File: src/rtl/ct_stream_ctrl_pkg.sv
// Shared sizes and state encoding for the ciphertext read-out sequencer.
// Word, depth and beat counts are derived from the code/field parameters.
package ct_stream_ctrl_pkg;

  localparam int N     = 47;
  localparam int M     = 79;
  localparam int DIGIT = 4;
  localparam int OUT_W = 32;

  localparam int WORD_W  = M * DIGIT;
  localparam int DEPTH   = (N + DIGIT - 1) / DIGIT;
  localparam int BEATS   = (WORD_W + OUT_W - 1) / OUT_W;
  localparam int SHREG_W = BEATS * OUT_W;
  localparam int ADDR_W  = $clog2(DEPTH);
  localparam int BCNT_W  = $clog2(BEATS);

  localparam logic [ADDR_W-1:0] LAST_WORD = ADDR_W'(DEPTH - 1);
  localparam logic [BCNT_W-1:0] LAST_BEAT = BCNT_W'(BEATS - 1);

  typedef enum logic [2:0] {
    ST_IDLE,
    ST_REQ,
    ST_RD,
    ST_CAP,
    ST_EMIT,
    ST_FIN
  } state_e;

endpackage

File: src/rtl/ct_stream_ctrl_word_serializer.sv
// Parallel-load word register that shifts out OUT_W-bit beats, LSB beat first.
// last_beat flags the final beat of the word so the controller can advance.
module ct_stream_ctrl_word_serializer
  import ct_stream_ctrl_pkg::*;
(
  input  logic              clk,
  input  logic              rst_b,
  input  logic              load,
  input  logic [WORD_W-1:0] load_data,
  input  logic              shift,
  output logic [OUT_W-1:0]  beat,
  output logic              last_beat
);

  logic [SHREG_W-1:0] shreg_q, shreg_d;
  logic [BCNT_W-1:0]  beat_cnt_q, beat_cnt_d;

  assign beat      = shreg_q[OUT_W-1:0];
  assign last_beat = (beat_cnt_q == LAST_BEAT);

  always_comb begin
    shreg_d    = shreg_q;
    beat_cnt_d = beat_cnt_q;
    if (load) begin
      shreg_d    = SHREG_W'(load_data);
      beat_cnt_d = '0;
    end else if (shift) begin
      shreg_d = shreg_q >> OUT_W;
      // Counter parks on the last beat; the controller reloads for the next word.
      if (!last_beat) beat_cnt_d = beat_cnt_q + 1'b1;
    end
  end

  always_ff @(posedge clk or posedge rst_b) begin
    if (rst_b) begin
      shreg_q    <= '0;
      beat_cnt_q <= '0;
    end else begin
      shreg_q    <= shreg_d;
      beat_cnt_q <= beat_cnt_d;
    end
  end

endmodule

File: src/rtl/ct_stream_ctrl.sv
// Ciphertext memory read-out sequencer: requests the shared ct port, reads
// each word in address order and streams it as valid/ready beats.
//
// state | meaning
// IDLE  | waiting for start
// REQ   | requesting the ct port, waiting for grant
// RD    | address driven, memory read in flight
// CAP   | read data captured into the serializer
// EMIT  | beats presented on the stream
// FIN   | one-cycle done pulse, return to IDLE
module ct_stream_ctrl
  import ct_stream_ctrl_pkg::*;
(
  input  logic              clk,
  input  logic              rst_b,
  input  logic              start,
  output logic              mem_req,
  input  logic              mem_gnt,
  output logic [ADDR_W-1:0] mem_addr,
  output logic              mem_rw,
  input  logic [WORD_W-1:0] mem_dout,
  output logic [OUT_W-1:0]  data_out,
  output logic              data_valid,
  input  logic              data_ready,
  output logic              busy,
  output logic              done
);

  state_e            state_q, state_d;
  logic [ADDR_W-1:0] word_idx_q, word_idx_d;
  logic              ser_load;
  logic              ser_shift;
  logic              last_beat;

  ct_stream_ctrl_word_serializer u_ser (
    .clk       (clk),
    .rst_b     (rst_b),
    .load      (ser_load),
    .load_data (mem_dout),
    .shift     (ser_shift),
    .beat      (data_out),
    .last_beat (last_beat)
  );

  assign mem_rw = 1'b0;
  assign busy   = (state_q != ST_IDLE);

  always_comb begin
    state_d    = state_q;
    word_idx_d = word_idx_q;
    mem_req    = 1'b0;
    mem_addr   = '0;
    data_valid = 1'b0;
    ser_load   = 1'b0;
    ser_shift  = 1'b0;
    done       = 1'b0;
    case (state_q)
      ST_IDLE: begin
        word_idx_d = '0;
        if (start) state_d = ST_REQ;
      end
      ST_REQ: begin
        mem_req = 1'b1;
        if (mem_gnt) state_d = ST_RD;
      end
      ST_RD: begin
        mem_req  = 1'b1;
        mem_addr = word_idx_q;
        state_d  = ST_CAP;
      end
      ST_CAP: begin
        mem_req  = 1'b1;
        mem_addr = word_idx_q;
        ser_load = 1'b1;
        state_d  = ST_EMIT;
      end
      ST_EMIT: begin
        mem_req    = 1'b1;
        data_valid = 1'b1;
        if (data_ready) begin
          ser_shift = 1'b1;
          if (last_beat) begin
            if (word_idx_q == LAST_WORD) begin
              state_d = ST_FIN;
            end else begin
              word_idx_d = word_idx_q + 1'b1;
              // Grant is re-sampled only at word boundaries.
              state_d    = mem_gnt ? ST_RD : ST_REQ;
            end
          end
        end
      end
      ST_FIN: begin
        done       = 1'b1;
        word_idx_d = '0;
        state_d    = ST_IDLE;
      end
      default: state_d = ST_IDLE;
    endcase
  end

  always_ff @(posedge clk or posedge rst_b) begin
    if (rst_b) begin
      state_q    <= ST_IDLE;
      word_idx_q <= '0;
    end else begin
      state_q    <= state_d;
      word_idx_q <= word_idx_d;
    end
  end

endmodule

File: config.mk
export PLATFORM = sky130hd
export DESIGN_NAME = ct_stream_ctrl
export DESIGN_NICKNAME = d
export VERILOG_FILES = /design/src/rtl/ct_stream_ctrl_pkg.sv /design/src/rtl/ct_stream_ctrl_word_serializer.sv /design/src/rtl/ct_stream_ctrl.sv
export SDC_FILE = /design/constraint.sdc
export NUM_CORES = 1
export LEC_CHECK = 0
export BUFFER_PORTS_ARGS = -buffer_cell sky130_fd_sc_hd__buf_4
export CAP_MARGIN = 20
export CORE_UTILIZATION = 45
export DETAILED_ROUTE_END_ITERATION = 7
export PLACE_DENSITY_LB_ADDON = 0.05
export RECOVER_POWER = 100
export REMOVE_ABC_BUFFERS = 1
export SLEW_MARGIN = 30
export SYNTH_ARGS = -nofsm -noshare
export SYNTH_HDL_FRONTEND = slang
export SYNTH_SLANG_ARGS = --single-unit
export TNS_END_PERCENT = 5
File: constraint.sdc
create_clock -name clk -period 27.8 [get_ports clk]
set_clock_uncertainty 0.2 [all_clocks]
set_input_delay 1.39 -clock clk [delete_from_list [all_inputs] [get_ports clk]]
set_output_delay 1.39 -clock clk [all_outputs]
set_load 0.005 [all_outputs]
==> results.toml, run 1 <==
[final_layout]
area_delta_synth_final_pct = 25.2
drive_gt1_share_pct = 21.1
finalNetCount = 2299
final_cells = 2447
final_cell_area_um2 = 18500

[logic_synthesis]
postSynthCellCount = 1734
synth_most_common_cell = "nand2_1"
async_reset_ff_share_pct = 100
ys_warn_count = 0
synth_area_per_cell_um2 = 8.53
synth-main-ff-cell = "dfrtp_1"
netlist_area_um2 = 14800
ys_top_cells_by_count = "nand2_1 (573), dfrtp_1 (327), nor2_1 (287), a31oi_1 (284), buf_2 (78)"
synth_cell_type_count = 38
synth_top_cell_by_area = "dfrtp_1"
synth_seq_area_share_pct = 55.3
synth-seq-cells = 327
synth_top_cell_area_share_pct = 55.3
synth_edf_count = 0
yosys-top-cells-area = "dfrtp_1 (55%), nand2_1 (15%), a31oi_1 (12%), nor2_1 (7.3%), buf_2 (2.6%)"

[setup_path]
worstSetupStartpointType = "input port"
r2r_slack_ps = 15690
cp-end-kind = "flop"
crit_type = "in -> reg"
crit_required_ps = 28000
cp_max_fo = 203
cp.arrival_ps = 12670

[clock_tree]
path_clk_slew_ps = 60
ctsResizeCount = 0
cts_buffer_depth = 3
cts_setup_buffers = 0
cts_buffers = 38
cts-root-buf = "clkbuf_16"
cts_tree = "yes"
htreeDepth = 2
cts_sinks = 327
cts_hold_buf = 0
clock_latency_ps = 520

[worst_hold_path]
hold_path_class = "reg -> reg"

[timing]
finalCritPeriodShare_pct = 44.9
clock.fmax_mhz = 80.2
setup_ws_ps = 15330
setup_viol = 0
fin_crit_ps = 12470
relSlewSlack_pct = -508
grt_setup_unrepaired = "no"
tightest_slew_ps = 9110
finalSetupTns_ps = 0
slew_viol_final = 1175
hold_violations = 0

[global_route]
grt_max_degree = 204
grt_pass1_wl_um = 60300
antenna_found_initial = 2
grt_pass1_vias = 11600
grtUsageTotal_pct = 22.1
grt-ovfl-total = 0

[placement]
pre_cts_ws_ps = 23910
dp.cells = 2376
globalplace.congestion = 0.781
dpl_cell_area_um2 = 17400
hpwl_um = 22800
numPortBuffers = 360

[drt]
vias_per_cell = 5.22
wl_um = 37600
avgRoutedWirePerCell_um = 15.4
drc = 0
drtIter0Drc = 1114
drtAntennaViolNets = 0
vias = 12800
drtPass1Iterations = 5

[outcome]
outcome = "finished, violations left"
violations = "max-capacitance violations, max-slew violations"

[floorplan]
initial_core_util_pct = 45.6
dieArea_um2 = 33600
rows = 66
coreArea_um2 = 32500
die_x_um = 183
die_y_um = 183
io_pins = 362

[pwr]
total_leakage_power_nw = 8.88
ir_drop_mv = 0.0584
finalPower_w = 0.00200
powerDensity_nw_per_um2 = 108

[job]
max-cap-violations = 10
==> where the power goes <==
part	internal, W	switching (W)	total (W)
registers	0.000724	0.000124	0.000848
logic	0.000328	0.000325	0.000654
clock network	0.000307	0.000194	0.000501
==> routing by layer <==
layer | routed length [um] | track usage [%] | share of wire [%]
met3 | 2290 | 3.75 | 6.1
met1 | 17300 | 32.5 | 46
met5 | 0 | 0 | 0
met2 | 17200 | 33.6 | 46
met4 | 791 | 5.97 | 2.1
==> area by class of cell <==
class,instances,area [um2]
Multi-Input combinational cell,1233,5710
Tap cell,442,553
Clock buffer,62,1170
Timing Repair Buffer,373,2800
Clock inverter,6,83.8
Fill cell,3088,13900
Sequential cell,327,8180
Inverter,2,8.76
Antenna cell,2,5.00
==> cells by family (layout without fill, tap and decap cells) <==
family | after synthesis | in the layout | share of synthesized area, %
adders and majority gates | 3 | 3 | 0.254
muxes | 3 | 3 | 0.211
buffers and inverters | 174 | 443 | 6.06
AOI/OAI and AO/OA | 335 | 335 | 14.8
and+or+nand+nor | 891 | 891 | 23.4
other | 1 | 3 | 0.0254
DFF | 327 | 327 | 55.3
==> stage by stage <==
step,hold WS (ps),util (%)
floorplan,266,-
global placement,282,53.3
detailed placement,283,53.6
CTS,300,57.5
global route,312,57.0
finish,298,57.0
==> worst paths after layout <==
| check | from | end | depth (start not counted) |
|---|---|---|---|
| worst min register to register | u_ser.shreg_q[309] | u_ser.shreg_q[309] | 1 |
| min in group asynchronous | rst_b | u_ser.shreg_q[26] | 2 |
| worst min-delay path | u_ser.shreg_q[309] | u_ser.shreg_q[309] | 1 |
| worst max-delay path | data_ready | u_ser.shreg_q[286] | 6 |
| worst max register to register | state_q[1] | u_ser.shreg_q[286] | 5 |
| max in group asynchronous | rst_b | u_ser.shreg_q[199] | 3 |
==> state kept, by name, summed over array words and instances, names as in the netlist <==
| register | flops |
|---|---|
| state_q | 3 |
| word_idx_q | 4 |
| u_ser.shreg_q | 316 |
| u_ser.beat_cnt_q | 4 |
==> worst max-delay path, stage by stage <==
cell,delay (ps)
clkbuf_1,150
and4bb_1,1180
clkbuf_1,6240
nor2_1,2300
clkbuf_1,930
a22o_1,370
==> cells in the final DEF, fill, tap and decap left out, drive strengths merged, types with 6 or more instances in the layout <==
| cell | instances |
|---|---|
| nor2 | 287 |
| and2 | 6 |
| dfrtp | 327 |
| clkbuf | 108 |
| o21ai | 6 |
| a31oi | 284 |
| nand2 | 573 |
| buf | 327 |
| a22o | 32 |
Power figures use the tool's default switching activity.
==> run 2, diff against run 1 <==
Clock period 27.8 ns to 12.73 ns, I/O delays scaled along.
==> run 2 against run 1 <==
Against the previous run:
- total power is 110% higher
- count of clock-buffer cells in the layout is 2 lower
- register-to-register slack worse by 10000 ps
- global-route usage is 0.22 points lower
- the run still ends with max-capacitance violations, max-slew violations left
- final cell count is 0.12% higher
==> results.toml, run 2 (synthesized netlist as in run 1, its figures left out) <==
[final_layout]
area_delta_synth_final_pct = 25.6
largest_reg_flops = 316
top_regs = "u_ser.shreg_q: 316 flops, u_ser.beat_cnt_q: 4 flops, word_idx_q: 4 flops"
final_cell_mix = "nand2_1 (573), buf_4 (332), dfrtp_1 (327)"
n_fill_cell = 3068
regMostFlops = "u_ser.shreg_q"
finalNetCount = 2302
layout_commonest_cell = "nand2_1"
final_cells = 2450
drive_gt1_share_pct = 21.7

[pwr]
powerDensity_nw_per_um2 = 229
switching_share_pct = 32.9
power_frac_seq_pct = 43.3
finalPower_w = 0.00426
p_int_w = 0.00286
pwr-share-comb_pct = 31.5
clock_power_share_pct = 25.2
ir_drop_mv = 0.104
total_leakage_power_nw = 8.93
net-switching-power_w = 0.00140

[floorplan]
rows = 66
die_y_um = 183
coreArea_um2 = 32500
initial_core_util_pct = 45.6
dieArea_um2 = 33600
die_x_um = 183
io_pins = 362

[placement]
hpwl_um = 23100
numPortBuffers = 360
dp.cells = 2379
globalplace.congestion = 0.777
pre_cts_ws_ps = 8730

[drt]
drtPass1Iterations = 5
drtAntennaViolNets = 0
routed-wl-met2_um = 17300
wl_um = 37600
vias_per_cell = 5.19
drtIter0Drc = 1054
drc = 0
avgRoutedWirePerCell_um = 15.4
vias = 12700
highest_layer = "met4"
wl_met3_um = 2450
wl_met1_um = 17300

[timing]
tightest_slew_ps = 6430
finalSetupTns_ps = 0
hold_ws_ps = 136
fin_crit_ps = 7490
finalCritPeriodShare_pct = 58.9
relSlewSlack_pct = -331
slew_viol_final = 486
hold_violations = 0
setup_viol = 0
grt_setup_unrepaired = "no"
clock.fmax_mhz = 133
setup_ws_ps = 5240

[clock_tree]
cts_sinks = 327
clock_latency_ps = 520
cts_buffer_depth = 3
cts-root-buf = "clkbuf_16"
cts_buffers = 37
path_clk_slew_ps = 60
ctsResizeCount = 0
htreeDepth = 2
cts_tree = "yes"
cts_hold_buf = 0
cts_setup_buffers = 0

[setup_path]
cp-end-kind = "flop"
worstSetupStartpointType = "flop"
cp.arrival_ps = 7680
reg2reg_from = "state_q[1]"
crit_required_ps = 12920
cp_max_fo = 77
critPathLaunch = "state_q[1]"
crit_type = "reg -> reg"

[global_route]
antenna_found_initial = 3
grt_pass1_wl_um = 59400
grt_max_degree = 263
grt_pass1_vias = 11600
grtUsageTotal_pct = 21.9
grt-ovfl-total = 0

[job]
max-cap-violations = 7

[outcome]
outcome = "finished, violations left"
violations = "max-capacitance violations, max-slew violations"

[worst_hold_path]
hold_path_startpoint = "mem_dout[311]"
hold_path_class = "in -> reg"
-- run 2: final timing paths --
kind | end | slack (ps) | depth (start not counted)
hold / removal | u_ser.shreg_q[311] | 140 | 2
max in group asynchronous | u_ser.shreg_q[159] | 6700 | 4
min in group asynchronous | u_ser.shreg_q[26] | 1970 | 2
setup / recovery | u_ser.shreg_q[308] | 5240 | 6
hold reg to reg | u_ser.shreg_q[291] | 300 | 1
setup reg to reg | u_ser.shreg_q[308] | 5240 | 6
-- run 2: layer usage --
| layer | track usage, % | vias to the layer above |
|---|---|---|
| li1 | - | 6273 |
| met5 | 0 | - |
| met2 | 33.3 | 360 |
| met3 | 4.75 | 45 |
| met1 | 31.8 | 6046 |
| met4 | 5.30 | 0 |
-- run 2: layout make-up --
cell class              instances  area (um2)  area share [%]
diodes                          3        7.51          0.0404
clock buffers                  60        1180            6.38
clock inverters                 6        58.8           0.317
inverters                       2        8.76          0.0472
multi-input cells            1233        5710            30.7
flip-flops and latches        327        8180            44.1
well taps                     442         553            2.98
repair buffers                377        2870            15.4
-- run 2: through the flow --
| stage | cell area, um2 | util (%) |
|---|---|---|
| 6_report | 18600 | 57.2 |
| 5_1_grt | 18600 | 57.2 |
| 3_5_place_dp | 17300 | 53.4 |
| 3_3_place_gp | 17300 | 53.3 |
| 2_1_floorplan | 13900 | - |
| 4_1_cts | 18600 | 57.3 |
-- run 2: power by group through the flow --
stage	combinational (W)	sequential [W]	clock [W]
global placement	0.00130	0.00184	0
floorplan	0.00129	0.00183	0
global route	0.00154	0.00191	0.00114
finish	0.00134	0.00184	0.00108
detailed placement	0.00135	0.00186	0
CTS	0.00136	0.00184	0.00110
-- run 2: critical path: stages (launching register included) --
cell and delay [ps]:
dfrtp_1 530, and4bb_1 1780, clkbuf_1 2520, buf_4 890, nor2_1 550, clkbuf_1 540
a22o_1 320
